$ cat src/rtl/bus_reader.sv
// bus_reader: captures strobed values from a shared 8-bit bus into a small
// first-word-fall-through FIFO, tracks the last accepted capture and flags
// dropped captures with a sticky overflow bit.
module bus_reader #(
    parameter int DEPTH = 4,
    parameter int CW    = $clog2(DEPTH) + 1
) (
    input  logic          clk,
    input  logic          reset_n,
    input  logic [7:0]    bus_in,
    input  logic          load,
    input  logic          rd_en,
    input  logic          clr_ovf,
    output logic [7:0]    dout,
    output logic          valid,
    output logic          full,
    output logic [CW-1:0] count,
    output logic          overflow,
    output logic [7:0]    last
);
    // DEPTH is a power of two, so pointers wrap naturally at AW bits
    localparam int AW = $clog2(DEPTH);

    logic [DEPTH-1:0][7:0] mem_q;
    logic [AW-1:0]         wptr_q, wptr_d;
    logic [AW-1:0]         rptr_q, rptr_d;
    logic [CW-1:0]         count_q, count_d;
    logic                  ovf_q, ovf_d;
    logic [7:0]            last_q, last_d;
    logic                  do_push, do_pop, drop;

    // status flags come straight from the registered count
    assign valid    = (count_q != '0);
    assign full     = (count_q == CW'(DEPTH));
    assign count    = count_q;
    assign overflow = ovf_q;
    assign last     = last_q;
    assign dout     = mem_q[rptr_q];

    // push/pop decision; a full FIFO still accepts when the head leaves in the same edge
    always_comb begin
        do_pop  = rd_en & valid;
        do_push = load & (~full | rd_en);
        drop    = load & full & ~rd_en;
        wptr_d  = do_push ? wptr_q + AW'(1) : wptr_q;
        rptr_d  = do_pop  ? rptr_q + AW'(1) : rptr_q;
        last_d  = do_push ? bus_in : last_q;
        case ({do_push, do_pop})
            2'b10:   count_d = count_q + CW'(1);
            2'b01:   count_d = count_q - CW'(1);
            default: count_d = count_q;
        endcase
        // a new drop wins over a simultaneous clear
        if (drop)         ovf_d = 1'b1;
        else if (clr_ovf) ovf_d = 1'b0;
        else              ovf_d = ovf_q;
    end

    // control state
    always_ff @(posedge clk or negedge reset_n) begin
        if (!reset_n) begin
            wptr_q  <= '0;
            rptr_q  <= '0;
            count_q <= '0;
            ovf_q   <= 1'b0;
            last_q  <= '0;
        end else begin
            wptr_q  <= wptr_d;
            rptr_q  <= rptr_d;
            count_q <= count_d;
            ovf_q   <= ovf_d;
            last_q  <= last_d;
        end
    end

    // storage; cleared on reset so dout is never X even while empty
    always_ff @(posedge clk or negedge reset_n) begin
        if (!reset_n) begin
            mem_q <= '0;
        end else if (do_push) begin
            mem_q[wptr_q] <= bus_in;
        end
    end

endmodule

$ cat config.mk
export PLATFORM = sky130hd
export DESIGN_NAME = bus_reader
export DESIGN_NICKNAME = d
export VERILOG_FILES = /design/src/rtl/bus_reader.sv
export SDC_FILE = /design/constraint.sdc
export NUM_CORES = 1
export LEC_CHECK = 0
export ABC_AREA = 1
export BUFFER_PORTS_ARGS = -buffer_cell sky130_fd_sc_hd__buf_2
export CAP_MARGIN = 20
export CELL_PAD_IN_SITES_DETAIL_PLACEMENT = 1
export CELL_PAD_IN_SITES_GLOBAL_PLACEMENT = 2
export CORE_MARGIN = 2
export CORE_UTILIZATION = 37
export DETAILED_ROUTE_END_ITERATION = 12
export PLACE_DENSITY = 0.85
export SYNTH_ARGS = -nofsm -noshare
export SYNTH_HDL_FRONTEND = slang
export SYNTH_SLANG_ARGS = --single-unit
$ cat constraint.sdc
create_clock -name clk -period 4.9 [get_ports clk]
set_clock_uncertainty 0.2 [all_clocks]
set_input_delay 0.245 -clock clk [delete_from_list [all_inputs] [get_ports clk]]
set_output_delay 0.245 -clock clk [all_outputs]
set_load 0.01 [all_outputs]
**After elaboration in Yosys (flattened, before gate mapping)**

Index checks and enable logic that the tools add are counted.
W data, S select, Z words.

- $add $sub $neg: 4
- Order comparisons: 3
- Eq/ne operators: 3
- Mux-type cells: 8
- Bitwise logic cells: 7
- Reductions and logical operators: 4

Operators with widths:

| kind | number |
|---|---|
| $bwmux W32 | 1 |
| $bmux W8 S2 | 1 |
| $demux W8 S2 | 1 |
| $mux W8 | 2 |
| $lt A2 B3 Y1 const B | 2 |
| $pmux W3 S2 | 1 |
| $add A2 B1 Y2 const B | 2 |
| $and A1 B1 Y1 | 4 |
| $reduce_bool A2 Y1 | 2 |
| $add A3 B1 Y3 const B | 1 |
| $eq A3 B3 Y1 const B | 1 |
| $reduce_bool A3 Y1 | 1 |
| $sub A3 B1 Y3 const B | 1 |
| $eq A2 B1 Y1 const B | 1 |
| $eq A2 B2 Y1 const B | 1 |
| $ge A2 B1 Y1 const B | 1 |
| $mux W1 | 2 |
| $not A1 Y1 | 2 |
| $logic_and A1 B1 Y1 | 1 |
| $or A1 B1 Y1 | 1 |

- Register bits: 48
- Bits of input ports: 13
- Output and inout bits: 22
- Logic and storage cells: 38

**Logic depth before layout (Yosys ltp)**

- Depth in word-level cells: 6
- Mapped depth: 11

**Least setup slack after synthesis**

OpenSTA, ideal clock, no wires.

- Path type: register to register
- Start point: register count_q[1], in the netlist count[1]
- End point: register count_q[2], in the netlist count[2]
- Arrival time: 1.788 ns
- Setup slack: 2.789 ns
- Stages on the path, launching flop included: 11
- Buffers on the path: 1
- Clock period less this slack: 2.111 ns
- Cell sequence: dfrtp_1 > nor2_2 > nand3_2 > nand2_1 > buf_2 > ha_1 > inv_1 > fa_1 > nand2_1 > nand3b_1 > xor2_1

- Word-level cells in the longest chain between the ends: 6
- Elaborated cells between the ends (all ways): 12
- Classes of those cells: add/sub (2); eq/ne (3); mux (1); bitwise (4); reduce/logical (2)

RTL lines:

| element | RTL line | RTL |
|---|---|---|
| start: declaration | 27 | `logic [CW-1:0] count_q, count_d;` |
| start signal: assignment | 70 | `count_q <= count_d;` |
| $eq A3 B3 Y1 | 34 | `assign full = (count_q == CW'(DEPTH));` |
| $not A1 Y1 | 43 | `do_push = load & (~full \| rd_en);` |
| $or A1 B1 Y1 | 43 |  |
| $and A1 B1 Y1 | 43 |  |
| $eq A2 B1 Y1 or $eq A2 B2 Y1 (tied branches) | 48 | `case ({do_push, do_pop})` |
| $pmux W3 S2 or $reduce_bool A2 Y1 (tied branches) | - |  |

Parallel ways exist; a longest one is shown, timed or not.
A chain may end at the register's enable or synchronous reset.

**Worst setup path in the final report**

- Start point: register count_q[0], in the netlist count[0]
- End point: register count_q[1], in the netlist count[1]

The elaborated chain is that of the path after synthesis.

==> flow_metrics.py <==
metrics = {
    "global_routing": {
        "gr-total-overflow": 0,
        "busiest_layer": "met2",
        "grt_usage_pct": 19.2,
        "grt_pass1_wl_mm": 10.8,
        "grtUsageMet3_pct": 3.74,
        "met2_usage_pct": 31.1,
        "use_met1_pct": 27.1,
        "grt_pass1_vias": 2028,
        "antenna_found_initial": 0,
        "grt_max_degree": 49,
    },
    "final_layout": {
        "final_nets": 319,
        "area_growth_pct": 11.5,
        "antenna_cells": 0,
        "drive_gt1_share_pct": 15.9,
        "fin_area_mm2": 0.00265,
    },
    "hold_path": {
        "hp-class": "primary input to register",
    },
    "synthesis": {
        "synthMuxAreaShare_pct": 0,
        "synth-adder-area-share_pct": 3.47,
        "avgSynthCellArea_um2": 8.69,
        "synth_top_family_by_area": "simple AND/OR/NAND/NOR gates",
        "netlist_area_mm2": 0.00238,
        "seq_area_frac_synth_pct": 50.4,
        "synthDistinctLibCells": 20,
        "synthCells": 274,
        "synth-xor-area-share_pct": 1.47,
        "synth_nets": 293,
        "synth_warnings": 0,
        "synth_compound_area_share_pct": 6.10,
        "ys_ff_latch": 48,
        "yosys.area_share.simple_pct": 31.1,
    },
    "critical_path": {
        "path_cells": "nor2_2, nand3_2, buf_4, nand2_1, ha_1, inv_1, fa_1, o21ai_0",
        "cp_max_fo": 47,
        "worstSetupPathType": "register to register",
        "start_kind": "register",
        "crit_buf_inv": 2,
        "cp_slowest_cell": "dfrtp_1",
        "cp-end-kind": "register",
        "critPathArrivalTime_ns": 2.65,
        "cp.required_ns": 4.92,
        "critical-path-top-delay-family": "adder cells",
        "crit_path_max_incr_delay_ns": 0.45,
    },
    "sta": {
        "setup_viol": 0,
        "post-route-min-period_ns": 2.63,
        "relSlewSlack_pct": 39.0,
        "rsz0062_at_grt": "false",
        "final_max_slew_viol_count": 0,
        "max_freq_mhz": 380,
        "fin_tns_setup_ns": 0,
        "worst_pin_slew_ns": 0.914,
        "finalCritPeriodShare_pct": 53.7,
        "hold_viol_final": 0,
    },
    "cts": {
        "cts_tree": "built",
        "cts_buffers": 5,
        "insertion_delay_ns": 0.29,
        "clockBufferDepth": 2,
        "numClockSinks": 48,
        "h-tree-depth": 2,
        "cts_root_buffer": "clkbuf_8",
        "clk_pin_slew_worst_paths_ns": 0.09,
    },
    "pwr": {
        "combPwrFrac_pct": 43.6,
        "p_leak_nw": 1.37,
        "sw_frac_of_total_pct": 43.2,
        "switching_power_mw": 0.720,
        "powerDensity_mw_per_mm2": 628,
        "pwr-share-seq_pct": 41.9,
        "ir_drop_v": 0.000242,
        "internal_power_mw": 0.947,
        "clockPowerShare_pct": 14.4,
    },
    "run_status": {
        "status": "finished clean",
    },
    "placed_design": {
        "portBuffers": 34,
        "placed_area_mm2": 0.00252,
        "hpwl_mm": 4.19,
        "gp_congestion": 0.763,
    },
    "detailed_routing": {
        "drt_iter0_drc": 135,
        "wl_per_cell_um": 16.9,
        "totalWireLength_mm": 6.39,
        "firstDrtPassIters": 4,
        "vias": 1950,
        "drc": 0,
        "routed_via_density": 5.16,
        "ant_nets": 0,
    },
    "die": {
        "start_util_pct": 37.9,
        "die_w_um": 84.2,
        "core.rowCount": 29,
        "io_pins": 35,
        "die_h_um": 84.2,
        "dieArea_mm2": 0.00709,
        "core_area_mm2": 0.00628,
    },
    "job": {
        "drv_cap": 0,
    },
}
## registers in the layout, indices dropped and copies added, names as in the netlist
| register | count |
|---|---|
| mem_q | 32 |
| last | 8 |
| count | 3 |
| rptr_q | 2 |
| wptr_q | 2 |
| overflow | 1 |
## metrics by stage
step | setup WS [ns] | std cells | utilization, % | hold slack [ns] | total power [mW]
3_3_place_gp | 2.33 | 367 | 40.2 | 0.248 | 1.41
5_1_grt | 2.03 | 378 | 42.3 | 0.0517 | 1.82
4_1_cts | 2.25 | 377 | 42.0 | 0.0442 | 1.69
2_1_floorplan | 2.79 | 274 | - | -0.251 | 1.19
3_5_place_dp | 2.25 | 367 | 40.2 | 0.253 | 1.44
6_report | 2.27 | 378 | 42.3 | 0.0515 | 1.67
## final cells by class
class | instances | area [um^2]
fill | 770 | 3620
timing repair buffer | 38 | 218
sequential | 48 | 1200
tap | 77 | 96.3
clock buffer | 8 | 90.1
inverter | 12 | 45.0
multi-input combinational | 195 | 1000
## power by group through the flow
stage               clock (mW)  sequential, mW  combinational [mW]
finish                   0.240           0.699               0.727
global placement             0           0.697               0.713
detailed placement           0           0.707               0.735
floorplan                    0           0.659               0.531
CTS                      0.252           0.699               0.737
global route             0.267           0.722               0.830
## logic make-up after synthesis
kind of cell	after synthesis
compound gates	27
xor+xnor	4
fa+ha+maj	6
buf+inv	31
flops	48
simple gates	158
## final timing paths
kind	start	end	slack [ns]	cells past startpoint
min in group asynchronous	reset_n	mem_q[31]	0.18	2
min	bus_in[5]	mem_q[21]	0.05	3
max	count[0]	count[1]	2.27	8
min reg2reg	mem_q[10]	mem_q[10]	0.27	2
max in group asynchronous	reset_n	last[4]	3.80	3
max reg2reg	count[0]	count[1]	2.27	8
## cell usage after synthesis
| master | instances | area, um^2 |
|---|---|---|
| buf_2 | 12 | 60.1 |
| buf_4 | 2 | 15.0 |
| buf_6 | 5 | 56.3 |
| dfrtp_1 | 48 | 1200 |
| fa_1 | 1 | 20.0 |
| ha_1 | 5 | 62.6 |
| inv_1 | 12 | 45.0 |
| nand2_1 | 91 | 342 |
| nand3_1 | 11 | 55.1 |
| nand3_2 | 3 | 30.0 |
| nand3_4 | 2 | 35.0 |
| nand3b_1 | 1 | 7.51 |
| nand4_1 | 32 | 200 |
| nor2_1 | 16 | 60.1 |
| nor2_2 | 1 | 6.26 |
| nor3_1 | 1 | 5.00 |
| o21ai_0 | 19 | 95.1 |
| o22ai_1 | 8 | 50.1 |
| xnor2_1 | 2 | 17.5 |
| xor2_1 | 2 | 17.5 |
## worst min-delay path: cells and delay by family
| kind | cells | cell delay, ns |
|---|---|---|
| buffers and inverters | 1 | 0.13 |
| AND/OR/NAND/NOR | 2 | 0.14 |
## timing repair
action / 4_1_cts / 5_1_grt
gates resized for setup: 0 / 0
setup buffers: 0 / 0
endpoints found under the hold margin: 38 / 0
hold buffers: 2 / 0
## layout by cell type, fill, tap and decap left out, types with 3 or more instances in the layout
| master | n |
|---|---|
| ha_1 | 5 |
| inv_1 | 12 |
| nand3_2 | 3 |
| o22ai_1 | 8 |
| o21ai_0 | 19 |
| nand4_1 | 32 |
| dfrtp_1 | 48 |
| buf_2 | 34 |
| clkbuf_8 | 6 |
| nand3_1 | 11 |
| nand2_1 | 91 |
| nor2_1 | 16 |
## routing by layer
layer / vias to the layer above / part of all wire, %
met1: 952 / 48
met5: - / 0
met2: 27 / 49
li1: 969 / -
met4: 0 / 0.45
met3: 2 / 2.9
Power figures use the tool's default switching activity.
